File: src/rtl/if_fetch_if.sv
// Instruction-memory fetch bus between if_fetch (master) and instruction memory (slave).
// Handshake: mem_req_o stays high with mem_addr_o stable until the cycle mem_gnt_i=1
// (request accepted on that edge); the response arrives later as a single-cycle mem_rvalid_i
// with mem_rdata_i, and there is at most one request outstanding.
interface if_fetch_if #(
  parameter int ADDR_W = 32,
  parameter int DATA_W = 32
);
  logic              mem_req_o;
  logic [ADDR_W-1:0] mem_addr_o;
  logic              mem_gnt_i;
  logic              mem_rvalid_i;
  logic [DATA_W-1:0] mem_rdata_i;

  modport master (
    output mem_req_o, mem_addr_o,
    input  mem_gnt_i, mem_rvalid_i, mem_rdata_i
  );

  modport slave (
    input  mem_req_o, mem_addr_o,
    output mem_gnt_i, mem_rvalid_i, mem_rdata_i
  );
endinterface

File: src/rtl/if_fetch.sv
// Instruction-fetch stage: fetches from instruction memory, buffers one held response and
// drives the IF/ID pipeline register; reports fetch stalls to ctrl.
module if_fetch #(
  parameter int                ADDR_W   = 32,
  parameter int                DATA_W   = 32,
  parameter logic [DATA_W-1:0] NOP_INST = DATA_W'(32'h0000_0013)
) (
  input  logic              clk,
  input  logic              rstn,
  input  logic [ADDR_W-1:0] pc_i,
  input  logic [4:0]        hold_en_i,
  input  logic              flush_i,
  if_fetch_if.master        mem,
  output logic              fetch_stall_o,
  output logic [DATA_W-1:0] if_inst_o,
  output logic [ADDR_W-1:0] if_instaddr_o,
  output logic              if_valid_o,
  output logic [1:0]        state_o
);

  localparam logic [1:0] S_IDLE = 2'd0;
  localparam logic [1:0] S_REQ  = 2'd1;
  localparam logic [1:0] S_RESP = 2'd2;

  logic [1:0]        state_q;
  logic [ADDR_W-1:0] addr_q;
  logic              kill_q;
  logic              buf_valid_q;
  logic [DATA_W-1:0] buf_inst_q;
  logic [ADDR_W-1:0] buf_addr_q;
  logic [DATA_W-1:0] inst_q;
  logic [ADDR_W-1:0] instaddr_q;
  logic              valid_q;

  logic              hold;
  logic              rsp;
  logic              rsp_live;
  logic              consume;
  logic [ADDR_W-1:0] pc_aligned;
  logic              unused_inputs;

  assign hold          = hold_en_i[1];
  assign pc_aligned    = {pc_i[ADDR_W-1:2], 2'b00};
  assign unused_inputs = ^{hold_en_i[4:2], hold_en_i[0], pc_i[1:0]};

  // rsp_live excludes the response of a request that was in flight when a flush hit.
  assign rsp      = (state_q == S_RESP) & mem.mem_rvalid_i;
  assign rsp_live = rsp & ~kill_q;
  assign consume  = rsp_live & ~hold & ~flush_i;

  always_ff @(posedge clk or negedge rstn) begin
    if (!rstn) begin
      state_q <= S_IDLE;
      addr_q  <= '0;
      kill_q  <= 1'b0;
    end else begin
      case (state_q)
        S_IDLE: begin
          if (!buf_valid_q) begin
            state_q <= S_REQ;
            addr_q  <= pc_aligned;
          end
        end
        S_REQ: begin
          if (flush_i) kill_q <= 1'b1;
          if (mem.mem_gnt_i) state_q <= S_RESP;
        end
        S_RESP: begin
          if (mem.mem_rvalid_i) begin
            kill_q <= 1'b0;
            // Back-to-back only when decode takes the instruction right now.
            if (consume) begin
              state_q <= S_REQ;
              addr_q  <= pc_aligned;
            end else begin
              state_q <= S_IDLE;
            end
          end else if (flush_i) begin
            kill_q <= 1'b1;
          end
        end
        default: state_q <= S_IDLE;
      endcase
    end
  end

  always_ff @(posedge clk or negedge rstn) begin
    if (!rstn) begin
      inst_q      <= NOP_INST;
      instaddr_q  <= '0;
      valid_q     <= 1'b0;
      buf_valid_q <= 1'b0;
      buf_inst_q  <= NOP_INST;
      buf_addr_q  <= '0;
    end else if (flush_i) begin
      inst_q      <= NOP_INST;
      valid_q     <= 1'b0;
      buf_valid_q <= 1'b0;
    end else if (hold) begin
      if (rsp_live) begin
        buf_valid_q <= 1'b1;
        buf_inst_q  <= mem.mem_rdata_i;
        buf_addr_q  <= addr_q;
      end
    end else if (buf_valid_q) begin
      inst_q      <= buf_inst_q;
      instaddr_q  <= buf_addr_q;
      valid_q     <= 1'b1;
      buf_valid_q <= 1'b0;
    end else if (rsp_live) begin
      inst_q     <= mem.mem_rdata_i;
      instaddr_q <= addr_q;
      valid_q    <= 1'b1;
    end else begin
      inst_q  <= NOP_INST;
      valid_q <= 1'b0;
    end
  end

  // A flush redirects the PC immediately, so the stall is dropped while it is asserted.
  assign fetch_stall_o = rstn & ~flush_i &
                         ((state_q == S_REQ) |
                          ((state_q == S_RESP) & ~mem.mem_rvalid_i) |
                          ((state_q == S_IDLE) & ~buf_valid_q));

  assign mem.mem_req_o  = (state_q == S_REQ);
  assign mem.mem_addr_o = addr_q;
  assign if_inst_o      = inst_q;
  assign if_instaddr_o  = instaddr_q;
  assign if_valid_o     = valid_q;
  assign state_o        = state_q;

endmodule
File: src/flat_wrapper.sv
// flat-port wrapper written by rule: the top's interface ports become plain ports
module if_fetch_flat 
#(
  parameter int                ADDR_W   = 32,
  parameter int                DATA_W   = 32,
  parameter logic [DATA_W-1:0] NOP_INST = DATA_W'(32'h0000_0013)
)
  (clk, rstn, pc_i, hold_en_i, flush_i, fetch_stall_o, if_inst_o, if_instaddr_o, if_valid_o, state_o, mem_mem_req_o, mem_mem_addr_o, mem_mem_gnt_i, mem_mem_rvalid_i, mem_mem_rdata_i);
  if_fetch_if #(.ADDR_W(ADDR_W), .DATA_W(DATA_W)) mem_i ();
  input  logic clk;
  input  logic rstn;
  input  logic [ADDR_W-1:0] pc_i;
  input  logic [4:0] hold_en_i;
  input  logic flush_i;
  output logic fetch_stall_o;
  output logic [DATA_W-1:0] if_inst_o;
  output logic [ADDR_W-1:0] if_instaddr_o;
  output logic if_valid_o;
  output logic [1:0] state_o;
  output wire logic [$bits(mem_i.mem_req_o)-1:0] mem_mem_req_o;
  output wire logic [$bits(mem_i.mem_addr_o)-1:0] mem_mem_addr_o;
  input wire logic [$bits(mem_i.mem_gnt_i)-1:0] mem_mem_gnt_i;
  input wire logic [$bits(mem_i.mem_rvalid_i)-1:0] mem_mem_rvalid_i;
  input wire logic [$bits(mem_i.mem_rdata_i)-1:0] mem_mem_rdata_i;
  assign mem_mem_req_o = mem_i.mem_req_o;
  assign mem_mem_addr_o = mem_i.mem_addr_o;
  assign mem_i.mem_gnt_i = mem_mem_gnt_i;
  assign mem_i.mem_rvalid_i = mem_mem_rvalid_i;
  assign mem_i.mem_rdata_i = mem_mem_rdata_i;
  if_fetch #(.ADDR_W(ADDR_W), .DATA_W(DATA_W), .NOP_INST(NOP_INST)) u_core (.clk(clk), .rstn(rstn), .pc_i(pc_i), .hold_en_i(hold_en_i), .flush_i(flush_i), .mem(mem_i), .fetch_stall_o(fetch_stall_o), .if_inst_o(if_inst_o), .if_instaddr_o(if_instaddr_o), .if_valid_o(if_valid_o), .state_o(state_o));
endmodule
File: config.mk
export PLATFORM = sky130hd
export DESIGN_NAME = if_fetch_flat
export DESIGN_NICKNAME = d
export VERILOG_FILES = /design/src/rtl/if_fetch_if.sv /design/src/rtl/if_fetch.sv /design/src/flat_wrapper.sv
export SDC_FILE = /design/constraint.sdc
export NUM_CORES = 1
export LEC_CHECK = 0
export ABC_AREA = 1
export BUFFER_PORTS_ARGS = -buffer_cell sky130_fd_sc_hd__clkbuf_2
export CAP_MARGIN = 5
export CORE_UTILIZATION = 45
export CTS_CLUSTER_DIAMETER = 150
export DETAILED_ROUTE_END_ITERATION = 6
export GPL_ROUTABILITY_DRIVEN = 0
export PLACE_DENSITY = 0.81
export SYNTH_ARGS = -nofsm -noshare
export SYNTH_HDL_FRONTEND = slang
export SYNTH_SLANG_ARGS = --single-unit
File: constraint.sdc
create_clock -name clk -period 1.6 [get_ports clk]
set_input_delay 0.16 -clock clk [delete_from_list [all_inputs] [get_ports clk]]
set_output_delay 0.16 -clock clk [all_outputs]
set_load 0.02 [all_outputs]
---- Word-level counts from Yosys, hierarchy flattened ----
Cells that the tools add are included.
operators by class
  add/sub/neg operators ................... 0
  multipliers ............................. 0
  div/mod/pow operators ................... 0
  magnitude comparators ................... 0
  equal/unequal tests ..................... 8
  shift operators ......................... 0
  mux-type cells .......................... 25
  bitwise operators ....................... 15
  reductions and logical operators ........ 8
operator list
  kind                  count
  $mux W32              9
  $pmux W32 S2          1
  $mux W1               10
  $reduce_and A3 Y1     3
  $and A1 B1 Y1         8
  $mux W2               3
  $ne A2 B1 Y1 const B  3
  $pmux W2 S3           1
  $reduce_bool A2 Y1    3
  $not A1 Y1            5
  $ne A2 B2 Y1 const B  2
  $reduce_and A4 Y1     1
  $ne A3 B1 Y1 const B  1
  $eq A2 B1 Y1 const B  1
  $eq A2 B2 Y1 const B  1
  $logic_not A2 Y1      1
  $or A1 B1 Y1          2
  $pmux W1 S2           1
storage, ports and cells
  register bits after elaboration ......... 165
  latch bits .............................. 0
  bits in writable memories ............... 0
  bits in read-only memories .............. 0
  input bits .............................. 74
  output and inout bits ................... 101
  logic and storage cells ................. 65
  memories ................................ 0

---- Logic depth before layout (Yosys ltp) ----
Gate-level depths: netlist (run 1).
  word-level depth ........................ 8
  gate-level depth with buffers ........... 10
  depth with buffers taken out ............ 9

---- Worst setup path after synthesis (run 1) ----
Ideal clock, no wire load.
  kind .................................... reg2reg
  start point ............................. register u_core.state_q[0] (netlist: u_core.state_o[0])
  end point ............................... register u_core.addr_q[28] (netlist: u_core.mem.mem_addr_o[28])
  setup time .............................. 117 ps
  arrival time ............................ 1546 ps
  data required time ...................... 1483 ps
  setup slack ............................. -64 ps
  cell stages (with the launch flop) ...... 9
  path buffers ............................ 1
  period minus slack after synthesis ...... 1664 ps
  cell sequence ........................... dfrtp_1 > inv_1 > ha_1 > or2_2 > nand2_2 > nand2_2 > buf_6 > nand2_1 > nand2_1
between the ends
  cells in the longest elaborated chain, start to end .. 7
  elaborated cells on any way between the ends .. 12
  those cells by class .................... eq/ne (4); mux (1); bitwise (4); reduce/logical (3)
ends and longest elaborated chain
  item                                line                            RTL
  from (decl)                         if_fetch.sv:25                  logic [1:0] state_q;
  from (signal assigned)              if_fetch.sv:53                  state_q <= S_IDLE;
  from (signal assigned)              if_fetch.sv:60                  state_q <= S_REQ;
  from (signal assigned)              if_fetch.sv:66                  if (mem.mem_gnt_i) state_q <= S_RESP;
  $eq A2 B2 Y1                        if_fetch.sv:47, if_fetch.sv:57
  $and A1 B1 Y1                       if_fetch.sv:47                  assign rsp = (state_q == S_RESP) & mem.mem_rvalid_i;
  $and A1 B1 Y1                       if_fetch.sv:48                  assign rsp_live = rsp & ~kill_q;
  $and A1 B1 Y1 (2 in a row)          if_fetch.sv:49                  assign consume = rsp_live & ~hold & ~flush_i;
  $ne A2 B1 Y1 (no source line)       n/a
  $reduce_and A4 Y1 (no source line)  n/a
  to (signal assigned)                if_fetch.sv:61                  addr_q <= pc_aligned;
  to (signal assigned)                if_fetch.sv:74                  addr_q <= pc_aligned;
  to (decl)                           if_fetch.sv:26                  logic [ADDR_W-1:0] addr_q;
Several ways; a longest one is shown, not always the timed one.
A chain may end at the register's enable or synchronous reset.

---- Worst setup path after layout (run 1) ----
  start point ............................. register u_core.state_q[0] (netlist: u_core.state_o[0])
  end point ............................... register u_core.addr_q[20] (netlist: u_core.mem.mem_addr_o[20])
Same word-level chain as after synthesis.

==> results.py, run 1 <==
metrics = {
    "floorplanning": {
        "die_y_um": 127,
        "dieWidth_um": 127,
        "die-area_um2": 16100,
        "start_util_pct": 46.1,
        "core_area_um2": 15200,
        "fp-row-count": 45,
        "pin_count": 175,
    },
    "hold_path": {
        "hp-class": "in2reg",
    },
    "grt": {
        "gr-usage-met1_pct": 32.1,
        "grt_max_degree": 94,
        "gr-usage-met3_pct": 4.85,
        "grt_pass1_vias": 6570,
        "grt_overflow": 0,
        "grtUsageTotal_pct": 25.6,
        "busiest_layer": "met2",
        "antenna_found_initial": 0,
        "grt_util_met2_pct": 43.0,
        "grt_first_pass_wirelength_um": 32300,
    },
    "critical_path": {
        "critical-path-top-delay-family": "simple AND/OR/NAND/NOR gates",
        "end_kind": "register",
        "crit_buf_inv": 2,
        "path_max_fanout": 4,
        "path_class": "reg2reg",
        "critPathLaunchType": "register",
        "r2r_setup_slack_ns": -0.18,
        "crit_slowest_cell": "dfrtp_2",
        "r2r_end": "u_core.mem.mem_addr_o[20]",
        "arrival_ns": 2.09,
        "worst_r2r_path_depth": 10,
        "required_ns": 1.91,
        "crit_start": "u_core.state_o[0]",
        "critPathMaxStageDelay_ns": 0.44,
        "cp.depth": 10,
        "path_cells": "inv_4 > ha_4 > nand2_4 > nor2_4 > nand2_4 > nand2_4 > nand2_4 > bufbuf_16 > nand2_1 > nand2_1",
        "r2r_start": "u_core.state_o[0]",
        "path_common_cell": "nand2_4",
        "endpoint": "u_core.mem.mem_addr_o[20]",
    },
    "sta": {
        "relSlewSlack_pct": 31.5,
        "skew_ns": 0.0153,
        "final_max_slew_viol_count": 0,
        "setup_viol": 111,
        "period_share_pct": 111,
        "hold_viol_final": 0,
        "fin_crit_ns": 1.78,
        "worst_slew_pin_slew_ns": 1.03,
        "setup_tns_ns": -5.84,
        "fin_ws_ns": -0.182,
        "rsz0062_at_grt": "yes",
        "fmax_ghz": 0.561,
    },
    "power": {
        "p_per_area_nw_per_um2": 1730,
        "power_mw": 17.0,
        "vdd_ir_drop_max_uv": 1320,
        "power_leakage_nw": 5.34,
    },
    "outcome": {
        "status": "complete, but fails checks",
        "violations": "negative setup slack",
    },
    "flow_run": {
        "drv_cap": 0,
    },
    "logic_synthesis": {
        "ys_types": 24,
        "synth_area_leader_cell": "dfrtp_1",
        "yosysWarnings": 0,
        "synthTopCellsByArea": "dfrtp_1 55%, nand2_1 17%, nand3_1 10%",
        "synth.top_cell.area_share_pct": 54.6,
        "yosysSeqAreaShare_pct": 56.8,
        "synth.avg_cell_area_um2": 8.49,
        "synth_area_um2": 7020,
        "synthCells": 826,
        "ys_seq_elements": 159,
    },
    "drt": {
        "drc": 0,
        "vias_per_cell": 5.34,
        "drt_pass1_iterations": 5,
        "initialDrtViolationCount": 558,
        "vias": 6751,
        "wl_per_cell_um": 16.8,
        "ant_nets": 0,
        "drt-total-wl_um": 21200,
    },
    "cells_and_area": {
        "finish.utilization_pct": 64.5,
        "instances_no_fill": 1264,
        "layout-drive-gt1-share_pct": 29.1,
        "fin_nets": 1142,
        "area_growth_pct": 39.7,
        "fillers": 1172,
        "antenna_cells": 0,
    },
    "cts": {
        "tritoncts": "built",
        "cts_made_buffers": 17,
        "cts.clk_slew.worst_paths_ns": 0.06,
        "htreeDepth": 4,
        "root_buffer": "clkbuf_16",
        "clockBufferDepth": 2,
        "clock_latency_ns": 0.42,
        "clkSinkCount": 159,
    },
    "placement": {
        "portBuffers": 164,
        "hpwl_um": 11300,
        "dp.cells": 1153,
    },
}
==> worst min path at each step <==
| stage | startpoint | to | slack, ns | cells past startpoint |
|---|---|---|---|---|
| floorplan | rstn | u_core.buf_addr_q[10] | -0.14 | 0 |
| global placement | rstn | u_core.buf_addr_q[8] | 0.03 | 1 |
| detailed placement | rstn | u_core.buf_addr_q[8] | 0.03 | 1 |
| CTS | mem_mem_rdata_i[18] | u_core.buf_inst_q[18] | 0.001 | 3 |
| global route | mem_mem_rdata_i[14] | u_core.buf_inst_q[14] | 0.02 | 3 |
| finish | mem_mem_rdata_i[18] | u_core.buf_inst_q[18] | 0.02 | 3 |
==> cell usage in the layout (no fill, tap or decap), drive strengths merged, types with 2 or more instances in the layout <==
cell,synthesis,layout
dfrtp,153,153
clkinv,0,6
nand3,143,143
clkbuf,16,188
nand2,318,318
ha,5,5
bufbuf,0,2
o21ai,74,74
nor2,7,7
inv,17,17
conb,1,4
dlygate4sd3,0,60
or2,30,30
a21oi,8,8
o22ai,2,2
clkinvlp,0,3
buf,45,47
dfstp,6,6
==> report_power, final <==
group | total (mW) | internal, mW | leakage (nW) | switching (mW)
clock | 3.85 | 2.26 | 0.272 | 1.60
combinational | 6.47 | 2.74 | 3.00 | 3.73
sequential | 6.65 | 5.60 | 2.07 | 1.05
==> cell families after synthesis <==
group / share of synthesized area, %
other cells: 0.0535
flops: 56.8
simple gates: 30.6
fa+ha+maj: 0.892
buf+inv: 5.56
compound gates: 6.03
==> registers in the layout (all words and copies together), names as in the netlist, 2 cells and up <==
signal / cells
u_core.mem.mem_addr_o: 30
u_core.state_o: 2
u_core.if_instaddr_o: 30
u_core.if_inst_o: 32
u_core.buf_addr_q: 30
u_core.buf_inst_q: 32
==> worst reg2reg max path, stage by stage (launching register included) <==
cell       delay [ns]
dfrtp_2          0.44
inv_4            0.08
ha_4             0.18
nand2_4          0.07
nor2_4           0.17
nand2_4          0.10
nand2_4          0.11
nand2_4          0.09
bufbuf_16        0.29
nand2_1          0.07
nand2_1          0.06
==> per-layer routing <==
layer	share of wire, %	vias to the layer above
met3	6.4	64
li1	-	3134
met4	3.3	0
met2	50	318
met5	0	-
met1	41	3235
==> cells in the mapped netlist <==
cell type,instances
o21ai_1,12
dfrtp_1,153
buf_4,10
nand3_2,1
inv_1,13
clkbuf_1,15
and2_0,1
conb_1,1
buf_2,29
nand3_1,142
buf_6,3
o21ai_0,62
o22ai_1,2
nand2_1,315
or2_2,30
clkbuf_2,1
ha_1,5
nand2_2,3
nor2_4,1
buf_1,3
dfstp_2,6
inv_2,4
nor2_1,6
a21oi_1,8
==> layout make-up <==
cell class	instances	area (um2)	area share, %
clock buffers	22	474	4.84
clock inverters	10	86.3	0.881
inverters	17	67.6	0.689
multi-input cells	592	2780	28.4
flip-flops and latches	159	3990	40.7
well taps	188	235	2.40
repair buffers	276	2170	22.1
==> stage by stage <==
step / setup slack [ns] / hold slack, ns / cell area, um2
2_1_floorplan: 0.00598 / -0.136 / 7030
3_3_place_gp: -0.00441 / 0.0335 / 8140
3_5_place_dp: -0.0910 / 0.0336 / 8140
4_1_cts: -0.118 / 0.00140 / 9530
5_1_grt: -0.227 / 0.0233 / 9800
6_report: -0.182 / 0.0160 / 9800
==> timing repair <==
action,CTS,global route
cloned,2,8
resized for setup,23,30
pin swaps,7,3
buffers inserted,9,2
hold buffers,61,0
hold endpoints to repair,225,0
setup endpoints to repair,50,208
(Power assumes the default switching activity.)
==> run 2: changes to the inputs <==
- REMOVE_ABC_BUFFERS: unset -> 1
==> results.py, run 2 (same netlist as run 1, synthesis figures left out) <==
metrics = {
    "outcome": {
        "status": "complete, but fails checks",
        "violations": "negative setup slack",
    },
    "cts": {
        "cts_made_buffers": 17,
        "htreeDepth": 4,
        "tritoncts": "built",
        "cts.clk_slew.worst_paths_ns": 0.06,
        "clock_latency_ns": 0.42,
        "clockBufferDepth": 2,
        "root_buffer": "clkbuf_16",
        "clkSinkCount": 159,
    },
    "sta": {
        "period_share_pct": 107,
        "fin_crit_ns": 1.71,
        "fmax_ghz": 0.584,
        "fin_ws_ns": -0.112,
        "skew_ns": 0.00732,
        "final_max_slew_viol_count": 0,
        "setup_viol": 55,
        "hold_ws_ns": 0.0232,
        "rsz0062_at_grt": "yes",
        "hold_viol_final": 0,
    },
    "floorplanning": {
        "die_y_um": 127,
        "core_area_um2": 15200,
        "die-area_um2": 16100,
        "pin_count": 175,
        "start_util_pct": 46.1,
        "fp-row-count": 45,
        "dieWidth_um": 127,
    },
    "hold_path": {
        "hp-class": "in2reg",
    },
    "cells_and_area": {
        "finish.utilization_pct": 63.2,
        "layout-drive-gt1-share_pct": 27.5,
        "instances_no_fill": 1252,
        "multi_input_area_um2": 2730,
        "area_growth_pct": 37.0,
        "mostFrequentLayoutCells": "312 x nand2_1, 162 x clkbuf_2, 152 x dfrtp_1, 141 x nand3_1, 62 x o21ai_0",
        "layout_commonest_cell": "nand2_1",
        "regArea_um2": 3990,
        "fin_nets": 1129,
        "fillers": 1193,
    },
    "drt": {
        "drc": 0,
        "drt_pass1_iterations": 5,
        "initialDrtViolationCount": 501,
        "drt-total-wl_um": 19700,
        "wl_per_cell_um": 15.8,
        "vias": 6509,
        "vias_per_cell": 5.20,
        "ant_nets": 0,
    },
    "critical_path": {
        "path_common_cell": "inv_2",
        "critPathMaxStageDelay_ns": 0.38,
        "path_cells": "inv_2 > buf_6 > ha_4 > a21oi_2 > nand2_1 > nand3_2 > inv_2 > buf_8",
        "end_kind": "primary output",
        "required_ns": 1.44,
        "path_max_fanout": 2,
        "crit_buf_inv": 4,
        "crit_slowest_cell": "dfrtp_1",
        "arrival_ns": 1.55,
        "critPathLaunchType": "register",
        "critical-path-top-delay-family": "flip-flops",
        "path_class": "reg2out",
    },
    "grt": {
        "gr-usage-met1_pct": 32.4,
        "gr-usage-met3_pct": 5.15,
        "grt_pass1_vias": 6149,
        "grt_overflow": 0,
        "grtUsageTotal_pct": 24.0,
        "grt_first_pass_wirelength_um": 30300,
        "grt_util_met2_pct": 37.3,
        "grt_max_degree": 93,
        "busiest_layer": "met2",
        "antenna_found_initial": 0,
    },
    "placement": {
        "pre_cts_slack_ns": -0.0458,
        "portBuffers": 164,
        "dp.cells": 1143,
        "hpwl_um": 10900,
    },
    "flow_run": {
        "drv_cap": 0,
    },
    "power": {
        "p_per_area_nw_per_um2": 1690,
        "power_leakage_nw": 5.23,
        "vdd_ir_drop_max_uv": 1240,
        "power_mw": 16.2,
    },
}
==> run 2: cell types whose count changed in the layout (fill, tap and decap cells not counted), sizes merged <==
cell,before,now
buf,47,35
bufbuf,2,0
bufinv,1,2
clkbuf,188,185
clkinv,6,8
clkinvlp,3,1
diode,0,2
dlymetal6s4s,1,0
inv,17,19
nand2,318,319
==> run 2: stage by stage <==
stage	setup TNS, ns	area (um2)
final	-1.26	9610
after global routing	-8.39	9610
after CTS	-0.522	9360
after detailed placement	-1.12	8100
after global placement	-0.000943	8100
after floorplan	-375.97	6700
==> run 2: worst paths after layout <==
path,startpoint,end,slack [ns],cells after the start
worst max-delay path,u_core.state_o[1],fetch_stall_o,-0.11,8
worst max register to register,u_core.state_o[0],u_core.mem.mem_addr_o[26],-0.05,9
min in group asynchronous,rstn,u_core.kill_q,0.38,3
worst min-delay path,mem_mem_rdata_i[26],u_core.buf_inst_q[26],0.02,3
max in group asynchronous,rstn,u_core.buf_addr_q[31],0.79,3
worst min register to register,u_core.buf_inst_q[0],u_core.buf_inst_q[0],0.46,2
==> run 2: area by class of cell <==
cell class / instances / area share [%]
Sequential cell: 159 / 41.5
Multi-Input combinational cell: 593 / 28.4
Timing Repair Buffer: 262 / 20.8
Clock buffer: 18 / 4.57
Tap cell: 188 / 2.45
Clock inverter: 13 / 1.46
Inverter: 17 / 0.716
Antenna cell: 2 / 0.0521
==> run 2: worst min-delay path, cell delays in order <==
cell      delay (ns)
clkbuf_2        0.10
nand3_1         0.08
nand2_1         0.05
==> run 2: repair_timing <==
item / in CTS / in global routing
buffers inserted: 4 / 2
hold buffers: 60 / 0
gates cloned: 0 / 10
endpoints found under the setup margin: 52 / 77
hold endpoints to repair: 220 / 0
resized for setup: 11 / 15
pin swaps: 3 / 3
==> run 2: power breakdown <==
part	internal (mW)	total (mW)	switching [mW]	leakage, nW
Clock	2.34	3.98	1.64	0.286
Sequential	5.59	6.62	1.03	2.08
Combinational	2.20	5.63	3.43	2.87
Total	10.1	16.2	6.10	5.23
==> run 2: routing by layer <==
layer / wire length, um / part of all wire, %
met5: 0 / 0
met4: 420 / 2.1
met3: 1320 / 6.7
met2: 9370 / 47
met1: 8640 / 44
==> run 3: changes to the inputs <==
--- a/config.mk
+++ b/config.mk
@@ -11,2 +11,3 @@
 export CORE_UTILIZATION = 45
+export CTS_BUF_LIST = sky130_fd_sc_hd__clkbuf_4 sky130_fd_sc_hd__clkbuf_8
 export CTS_CLUSTER_DIAMETER = 150
@@ -14,3 +15,3 @@
 export GPL_ROUTABILITY_DRIVEN = 0
-export PLACE_DENSITY = 0.81
+export PLACE_DENSITY = 0.78
 export REMOVE_ABC_BUFFERS = 1
==> constraint.sdc (replaced) <==
create_clock -name clk -period 1.8 [get_ports clk]
set_input_delay 0.45 -clock clk [delete_from_list [all_inputs] [get_ports clk]]
set_output_delay 0.45 -clock clk [all_outputs]
set_load 0.02 [all_outputs]
==> results.py, run 3 (same netlist as run 1, synthesis figures left out) <==
metrics = {
    "outcome": {
        "status": "complete, but fails checks",
        "violations": "negative setup slack",
    },
    "floorplanning": {
        "dieWidth_um": 127,
        "core_area_um2": 15200,
        "die-area_um2": 16100,
        "start_util_pct": 46.1,
        "pin_count": 175,
        "fp-row-count": 45,
        "die_y_um": 127,
    },
    "flow_run": {
        "drv_cap": 0,
    },
    "critical_path": {
        "arrival_ns": 1.55,
        "critPathMaxStageDelay_ns": 0.42,
        "path_class": "reg2out",
        "end_kind": "primary output",
        "crit_slowest_cell": "dfrtp_1",
        "worst_r2r_path_depth": 11,
        "path_cells": "buf_4 > ha_4 > nand2_2 > nand2_1 > nand3_2 > inv_2 > buf_8",
        "critPathLaunchType": "register",
        "path_max_fanout": 3,
        "required_ns": 1.35,
        "r2r_setup_slack_ns": 0.09,
        "r2r_end": "u_core.mem.mem_addr_o[22]",
        "r2r_start": "u_core.state_o[1]",
    },
    "grt": {
        "grt_overflow": 0,
        "antenna_found_initial": 0,
        "grt_first_pass_wirelength_um": 28300,
        "grt_pass1_vias": 5555,
        "grtUsageTotal_pct": 22.6,
        "grt_max_degree": 77,
    },
    "drt": {
        "ant_nets": 0,
        "drt_pass1_iterations": 5,
        "drt-total-wl_um": 17900,
        "wl_per_cell_um": 15.0,
        "drc": 0,
        "initialDrtViolationCount": 552,
        "vias": 6161,
        "vias_per_cell": 5.19,
    },
    "sta": {
        "hold_viol_final": 0,
        "skew_ns": 0.0126,
        "period_share_pct": 111,
        "fmax_ghz": 0.500,
        "fin_ws_ns": -0.202,
        "final_max_slew_viol_count": 0,
        "setup_viol": 2,
        "fin_crit_ns": 2.00,
        "rsz0062_at_grt": "yes",
    },
    "placement": {
        "dp.cells": 1147,
        "portBuffers": 164,
        "pre_cts_slack_ns": 0.0803,
        "hpwl_um": 11300,
    },
    "power": {
        "vdd_ir_drop_max_uv": 940,
        "power_leakage_nw": 4.85,
        "p_per_area_nw_per_um2": 1600,
        "power_mw": 13.9,
    },
    "cts": {
        "clkSinkCount": 159,
        "htreeDepth": 4,
        "clockBufferDepth": 2,
        "tritoncts": "built",
        "root_buffer": "clkbuf_8",
        "clock_latency_ns": 0.46,
        "cts_made_buffers": 17,
        "cts.clk_slew.worst_paths_ns": 0.08,
    },
    "hold_path": {
        "hold_end": "u_core.buf_inst_q[1]",
        "hold_depth": 3,
        "hp-start": "mem_mem_rdata_i[1]",
        "hp-class": "in2reg",
    },
    "cells_and_area": {
        "layout-drive-gt1-share_pct": 29.1,
        "mostFrequentLayoutCells": "311 x nand2_1, 160 x clkbuf_2, 152 x dfrtp_1, 141 x nand3_1, 62 x o21ai_0",
        "finish.utilization_pct": 57.4,
        "layout_commonest_cell": "nand2_1",
        "antenna_cells": 0,
        "area_growth_pct": 24.4,
        "instances_no_fill": 1188,
        "fin_nets": 1068,
    },
}
## run 3: changes by cell type in the layout (fill, tap and decap cells not counted), moves of 2 or more
| cell | previous run | this run |
|---|---|---|
| clkbuf_2 | 162 | 160 |
| buf_4 | 13 | 24 |
| dlygate4sd3_1 | 60 | 1 |
| clkbuf_16 | 22 | 2 |
| diode_2 | 2 | 0 |
| bufinv_16 | 2 | 4 |
| buf_12 | 13 | 7 |
| clkbuf_8 | 1 | 18 |
| clkinv_4 | 4 | 1 |
| inv_2 | 5 | 7 |
| inv_6 | 3 | 0 |
## run 3: repair_timing
| action | 4_1_cts | 5_1_grt |
|---|---|---|
| gates cloned | 0 | 2 |
| setup buffers | 4 | 4 |
| setup endpoints to repair | 2 | 88 |
| hold buffers | 1 | 0 |
| hold endpoints to repair | 56 | 0 |
| pin swaps | 1 | 5 |
| gates resized for setup | 12 | 23 |
## run 3: area by class of cell
cell class	count	area [um2]
fill	1374	6480
multi-input combinational	592	2740
timing repair buffer	202	1280
inverter	17	63.8
clock inverter	12	169
tap	188	235
clock buffer	18	248
sequential	159	3990
## run 3: power by group
group          total (mW)  internal (mW)  leakage [nW]  switching (mW)
combinational        5.20           2.07          2.56            3.13
clock                2.83           1.52         0.210            1.31
sequential           5.89           4.96          2.08           0.927
total                13.9           8.56          4.85            5.36
## run 3: stage by stage
stage	instance area (um2)	hold WS [ns]	setup TNS (ns)
final	8720	0.208	-0.260
after global routing	8720	0.188	-0.614
after CTS	8560	0.173	-0.238
after detailed placement	8060	0.454	0
after global placement	8060	0.448	0
after floorplan	6700	0.154	-372.50
## run 3: worst max path at each step
| stage | from | endpoint | slack [ns] | cells after the start |
|---|---|---|---|---|
| CTS | u_core.state_o[0] | fetch_stall_o | -0.24 | 7 |
| global placement | u_core.state_o[1] | u_core.mem.mem_addr_o[29] | 0.14 | 8 |
| floorplan | hold_en_i[1] | u_core.buf_addr_q[31] | -4.02 | 4 |
| detailed placement | u_core.state_o[1] | u_core.mem.mem_addr_o[6] | 0.08 | 8 |
| finish | u_core.state_o[1] | fetch_stall_o | -0.20 | 7 |
| global route | u_core.state_o[0] | fetch_stall_o | -0.30 | 7 |
## run 3: critical path, delay by kind of cell (launching register included)
family	cells	cell delay [ns]
simple gates	3	0.20
flops	1	0.42
buf+inv	3	0.32
fa+ha+maj	1	0.16
## run 3: metal layers
layer / wire length (um) / part of all wire (%) / GRT usage, % / up-vias
li1: - / - / - / 2981
met1: 8000 / 45 / 31.1 / 2968
met2: 8690 / 49 / 35.7 / 196
met3: 979 / 5.5 / 5.31 / 16
met4: 206 / 1.2 / 6.16 / 0
met5: 0 / 0 / 0 / -
